<file path="src/rtl/qam_symbol_mapper.sv">
// Serial-bit to Gray-mapped I/Q symbol source (BPSK/QPSK/16QAM/64QAM).
// Ports: clk, rst_n, enable, mod_type, baud_rate, bit_in/valid/ready,
//        sym_i, sym_q, sym_valid, underflow.
module qam_symbol_mapper #(
  parameter int CLK_HZ    = 11059200,
  parameter int BAUD_BASE = 2400,
  parameter int IQ_W      = 16
) (
  input  logic                   clk,
  input  logic                   rst_n,
  input  logic                   enable,
  input  logic [1:0]             mod_type,
  input  logic [1:0]             baud_rate,
  input  logic                   bit_in,
  input  logic                   bit_valid,
  output logic                   bit_ready,
  output logic signed [IQ_W-1:0] sym_i,
  output logic signed [IQ_W-1:0] sym_q,
  output logic                   sym_valid,
  output logic                   underflow
);

  localparam int DIV   = CLK_HZ / BAUD_BASE;
  localparam int CW    = $clog2(DIV + 1);
  localparam int AMAX  = (1 << (IQ_W - 1)) - 1;
  localparam int STEP3 = AMAX / 3;
  localparam int STEP7 = AMAX / 7;
  localparam int PW    = IQ_W + 6;

  logic [1:0]             mode_q, mode_d;
  logic [1:0]             rate_q, rate_d;
  logic [CW-1:0]          cnt_q, cnt_d;
  logic [5:0]             sr_q, sr_d;
  logic [2:0]             fill_q, fill_d;
  logic signed [IQ_W-1:0] si_q, si_d;
  logic signed [IQ_W-1:0] sq_q, sq_d;
  logic                   vld_q, vld_d;
  logic                   uf_q, uf_d;

  logic [CW-1:0]          period;
  logic                   tick;
  logic [2:0]             bps;
  logic                   take;
  logic [5:0]             sr_nx;
  logic [2:0]             fill_nx;
  logic [2:0]             gi, gq;
  logic [1:0]             nb;
  logic                   q_off;
  logic [IQ_W-1:0]        step;
  logic signed [4:0]      lvl_i, lvl_q;
  logic signed [PW-1:0]   prod_i, prod_q;

  // Gray word (right-aligned, zero-padded) to odd level 2*bin-(2^n-1).
  // Prefix-XOR from the top bit works for any n since padding is 0.
  function automatic logic signed [4:0] gray_lvl(
    input logic [2:0] g,
    input logic [1:0] n
  );
    logic [2:0]        b;
    logic signed [4:0] two_b;
    logic signed [4:0] lmax;
    b[2]  = g[2];
    b[1]  = b[2] ^ g[1];
    b[0]  = b[1] ^ g[0];
    two_b = $signed({1'b0, b, 1'b0});
    unique case (1'b1)
      (n == 2'd1): lmax = 5'sd1;
      (n == 2'd2): lmax = 5'sd3;
      default:     lmax = 5'sd7;
    endcase
    return two_b - lmax;
  endfunction

  always_comb begin
    period  = CW'(DIV) >> rate_q;
    tick    = enable && (cnt_q == period - CW'(1));
    unique case (1'b1)
      (mode_q == 2'd0): bps = 3'd1;
      (mode_q == 2'd1): bps = 3'd2;
      (mode_q == 2'd2): bps = 3'd4;
      default:          bps = 3'd6;
    endcase
    bit_ready = enable && (fill_q < bps);
    take      = bit_valid && bit_ready;
    sr_nx     = take ? {sr_q[4:0], bit_in} : sr_q;
    fill_nx   = fill_q + {2'b00, take};
  end

  // First-accepted bit sits highest, so b0 is sr_nx[bps-1].
  always_comb begin
    gi    = '0;
    gq    = '0;
    nb    = 2'd1;
    q_off = 1'b0;
    step  = IQ_W'(AMAX);
    unique case (1'b1)
      (mode_q == 2'd0): begin
        gi    = {2'b00, sr_nx[0]};
        q_off = 1'b1;
      end
      (mode_q == 2'd1): begin
        gi = {2'b00, sr_nx[1]};
        gq = {2'b00, sr_nx[0]};
      end
      (mode_q == 2'd2): begin
        gi   = {1'b0, sr_nx[3:2]};
        gq   = {1'b0, sr_nx[1:0]};
        nb   = 2'd2;
        step = IQ_W'(STEP3);
      end
      default: begin
        gi   = sr_nx[5:3];
        gq   = sr_nx[2:0];
        nb   = 2'd3;
        step = IQ_W'(STEP7);
      end
    endcase
    lvl_i  = gray_lvl(gi, nb);
    lvl_q  = q_off ? 5'sd0 : gray_lvl(gq, nb);
    prod_i = PW'(lvl_i) * PW'($signed({1'b0, step}));
    prod_q = PW'(lvl_q) * PW'($signed({1'b0, step}));
  end

  always_comb begin
    mode_d = mode_q;
    rate_d = rate_q;
    cnt_d  = cnt_q;
    sr_d   = sr_q;
    fill_d = fill_q;
    si_d   = si_q;
    sq_d   = sq_q;
    vld_d  = 1'b0;
    uf_d   = 1'b0;
    if (!enable) begin
      mode_d = mod_type;
      rate_d = baud_rate;
      cnt_d  = '0;
      sr_d   = '0;
      fill_d = '0;
    end else begin
      cnt_d  = tick ? '0 : cnt_q + CW'(1);
      sr_d   = sr_nx;
      fill_d = fill_nx;
      if (tick) begin
        vld_d = 1'b1;
        if (fill_nx == bps) begin
          fill_d = '0;
          si_d   = prod_i[IQ_W-1:0];
          sq_d   = prod_q[IQ_W-1:0];
        end else begin
          // Partial bits stay buffered for the next tick.
          uf_d = 1'b1;
          si_d = '0;
          sq_d = '0;
        end
      end
    end
  end

  always_ff @(posedge clk or negedge rst_n) begin
    if (!rst_n) begin
      mode_q <= '0;
      rate_q <= '0;
      cnt_q  <= '0;
      sr_q   <= '0;
      fill_q <= '0;
      si_q   <= '0;
      sq_q   <= '0;
      vld_q  <= 1'b0;
      uf_q   <= 1'b0;
    end else begin
      mode_q <= mode_d;
      rate_q <= rate_d;
      cnt_q  <= cnt_d;
      sr_q   <= sr_d;
      fill_q <= fill_d;
      si_q   <= si_d;
      sq_q   <= sq_d;
      vld_q  <= vld_d;
      uf_q   <= uf_d;
    end
  end

  assign sym_i     = si_q;
  assign sym_q     = sq_q;
  assign sym_valid = vld_q;
  assign underflow = uf_q;

endmodule

</file>
<file path="config.mk">
export PLATFORM = sky130hd
export DESIGN_NAME = qam_symbol_mapper
export DESIGN_NICKNAME = d
export VERILOG_FILES = /design/src/rtl/qam_symbol_mapper.sv
export SDC_FILE = /design/constraint.sdc
export NUM_CORES = 1
export LEC_CHECK = 0
export ABC_AREA = 1
export CAP_MARGIN = 10
export CORE_ASPECT_RATIO = 0.5
export CORE_MARGIN = 4
export CORE_UTILIZATION = 54
export CTS_CLUSTER_SIZE = 24
export DETAILED_ROUTE_END_ITERATION = 10
export PLACE_DENSITY = 0.78
export REMOVE_ABC_BUFFERS = 1
export SYNTH_ARGS = -nofsm -noshare
export SYNTH_HDL_FRONTEND = slang
export SYNTH_SLANG_ARGS = --single-unit
</file>
<file path="constraint.sdc">
create_clock -name clk -period 6.4 [get_ports clk]
set_input_delay 1.28 -clock clk [delete_from_list [all_inputs] [get_ports clk]]
set_output_delay 1.28 -clock clk [all_outputs]
set_load 0.01 [all_outputs]
</file>
==> impl_metrics.ini <==
[critical_path]
end_kind = register
crit_arrival_ns = 6.54
cp_data_required_time_ns = 6.61
cpMaxStageDelayCell = fa_1
cpMostUsedCell = nand2_1
cp_max_fo = 7
setup.worst_path.start_class = register
path_class = register to register
cpPeakStageDelay_ns = 0.54

[yosys]
syn_area_um2 = 5763
synth-xor-area-share = 0.04103
ys_ff_latch = 60
synth_top_family_by_area = adder cells
synthAdderAreaFrac = 0.2835
avgSynthCellArea_um2 = 7.767
synth.area.mux_share = 0
synth-simple-area-share = 0.2132
synth_cells = 742
async_flop_share = 1.000
synth_edf_count = 0
yosys_warnings = 0
ys_types = 35
ys.flop_type = dfrtp_1
synth_compound_area_frac = 0.08402
yosysSeqAreaShare = 0.2605

[floorplan]
rows = 26
chipHeight_um = 81.05
die_w_um = 154.1
initial_core_util = 0.5588
pin_count = 44
die-area_um2 = 12490
coreArea_um2 = 10310

[route]
drc = 0
viasPerCell = 5.268
wirelength_um = 15870
wl_per_cell_um = 15.52
drtAntennaViolNets = 0
vias = 5389
dr.pass1.iters = 5
drt-initial-drc-count = 374

[run_status]
outcome = finished, final reports clean

[clock_tree]
cts_made_buffers = 9
cts_hold_buf = 0
root_buffer = clkbuf_16
cts.path.max_buffers = 2
cts.clk_slew.worst_paths_ns = 0.06
clk_latency_ns = 0.35
h-tree-depth = 3
cts_tree = yes
cts.sinks = 60

[sta]
max_slew.worst_pin.slew_ns = 0.8064
slew_viol_final = 0
fin_tns_setup_ns = 0
fin_crit_ns = 6.329
fin_crit_sh = 0.9890
hold_viol_final = 0
fmax_mhz = 158.0
relSlewSlack = 0.4624
fin_worst_skew_ns = 0.01228
finalSetupViolations = 0

[job]
cap_violations = 0

[hold_path]
hold_path_class = register to register

[global_routing]
antenna_found_initial = 0
grt_overflow = 0
first_global_vias = 5545
grt_max_degree = 61
grt_pass1_wl_um = 25360
track_usage = 0.2518

[placed_design]
dpl.hpwl_um = 10750
portBuffers = 43
place.gp.congestion = 0.9269

[layout]
diodes = 0
fin_nets = 990
drive_gt1_frac = 0.2072
synthToLayoutAreaGrowth_pct = 31.61
fill_cells = 691
## logic make-up (layout without fill, tap and decap cells)
family,Yosys count,count (layout)
and+or+nand+nor,290,290
buffers and inverters,176,317
adders and majority gates,103,103
DFF,60,60
xor gates and xnor gates,27,27
AOI/OAI and AO/OA,86,86
## final timing paths
check | startpoint | endpoint | cells past startpoint | slack (ns)
worst min-delay path | sym_i[14] | sym_i[14] | 2 | 0.48
worst max-delay path | mode_q[0] | sym_q[8] | 37 | 0.07
worst min register to register | sym_i[14] | sym_i[14] | 2 | 0.48
worst max register to register | mode_q[0] | sym_q[8] | 37 | 0.07
min in group asynchronous | rst_n | sym_q[1] | 2 | 1.08
max in group asynchronous | rst_n | sym_q[4] | 2 | 4.75
## worst max-delay path, delay by kind of cell (launching register included)
family,cells,cell delay (ns)
AOI/OAI and AO/OA,4,0.45
xor gates and xnor gates,1,0.25
adders and majority gates,8,2.92
buffers and inverters,9,0.77
DFF,1,0.38
and+or+nand+nor,15,1.41
## synthesized netlist by cell type (all sizes together), types with 4 or more instances
cell,count,area [um^2]
dfrtp,60,1501
xnor2,12,105.1
ha,57,713.2
inv,165,619.3
clkbuf,7,26.28
xor2,15,131.4
nand3,50,255.3
a22o,6,52.55
nand4,4,25.02
o21ai,43,215.2
buf,4,32.53
nand2,153,576.8
nor2,68,277.8
fa,46,920.9
nor3,8,40.04
a21oi,24,120.1
## metrics by stage
stage | std cells | hold WS (ns) | cell area, um^2 | util | setup WS [ns]
6_report | 1023 | 0.4790 | 7585 | 0.7355 | 0.07067
5_1_grt | 1023 | 0.4982 | 7585 | 0.7355 | -0.2651
4_1_cts | 1013 | 0.4804 | 7241 | 0.7021 | 0.01298
3_5_place_dp | 997 | 0.4646 | 6928 | 0.6718 | -0.3400
3_3_place_gp | 997 | 0.4447 | 6928 | 0.6718 | -0.1508
2_1_floorplan | 731 | 0.4319 | 5704 | - | 0.06323
## sequential cells by signal, summed over array words and instances, names as in the netlist
name / flops
sym_valid: 1
cnt_q: 13
sym_q: 16
sr_q: 6
sym_i: 16
underflow: 1
mode_q: 2
rate_q: 2
fill_q: 3
## cell type report
type                    instances  area (um^2)  share of cell area
multi-input cells             506         3856              0.5084
flip-flops and latches         60         1501              0.1980
repair buffers                136         1132              0.1493
inverters                     165        619.3             0.08166
clock buffers                   9        225.2             0.02969
well taps                     140        175.2             0.02309
clock inverters                 7        75.07            0.009898
## placed cells by master (no fill, tap or decap), drive strengths merged, types with 3 or more instances in the layout
cell             n
a21o             3
a21oi           24
a22o             6
buf             94
clkbuf           9
clkdlybuf4s50   40
clkinv           5
dfrtp           60
fa              46
ha              57
inv            166
nand2          153
nand3           50
nand4            4
nor2            68
nor3             8
o21ai           43
o21bai           3
xnor2           12
xor2            15
## per-layer routing
| layer | global-route usage | vias up | wire length, um |
|---|---|---|---|
| met4 | 0.08899 | 0 | 361 |
| met1 | 0.3171 | 2616 | 6812 |
| met2 | 0.4365 | 176 | 7813 |
| li1 | - | 2559 | - |
| met5 | 0 | - | 0 |
| met3 | 0.05482 | 38 | 883 |
## repair_timing
action                                  in CTS  in global routing
hold endpoints to repair                     0                  0
gates resized for setup                      4                 71
endpoints found under the setup margin       8                 20
buffers inserted                             0                 10
pin swaps                                    1                 33
Power is not shown: default switching activity piles up to over one toggle a cycle in this logic, so the estimate is an artifact.
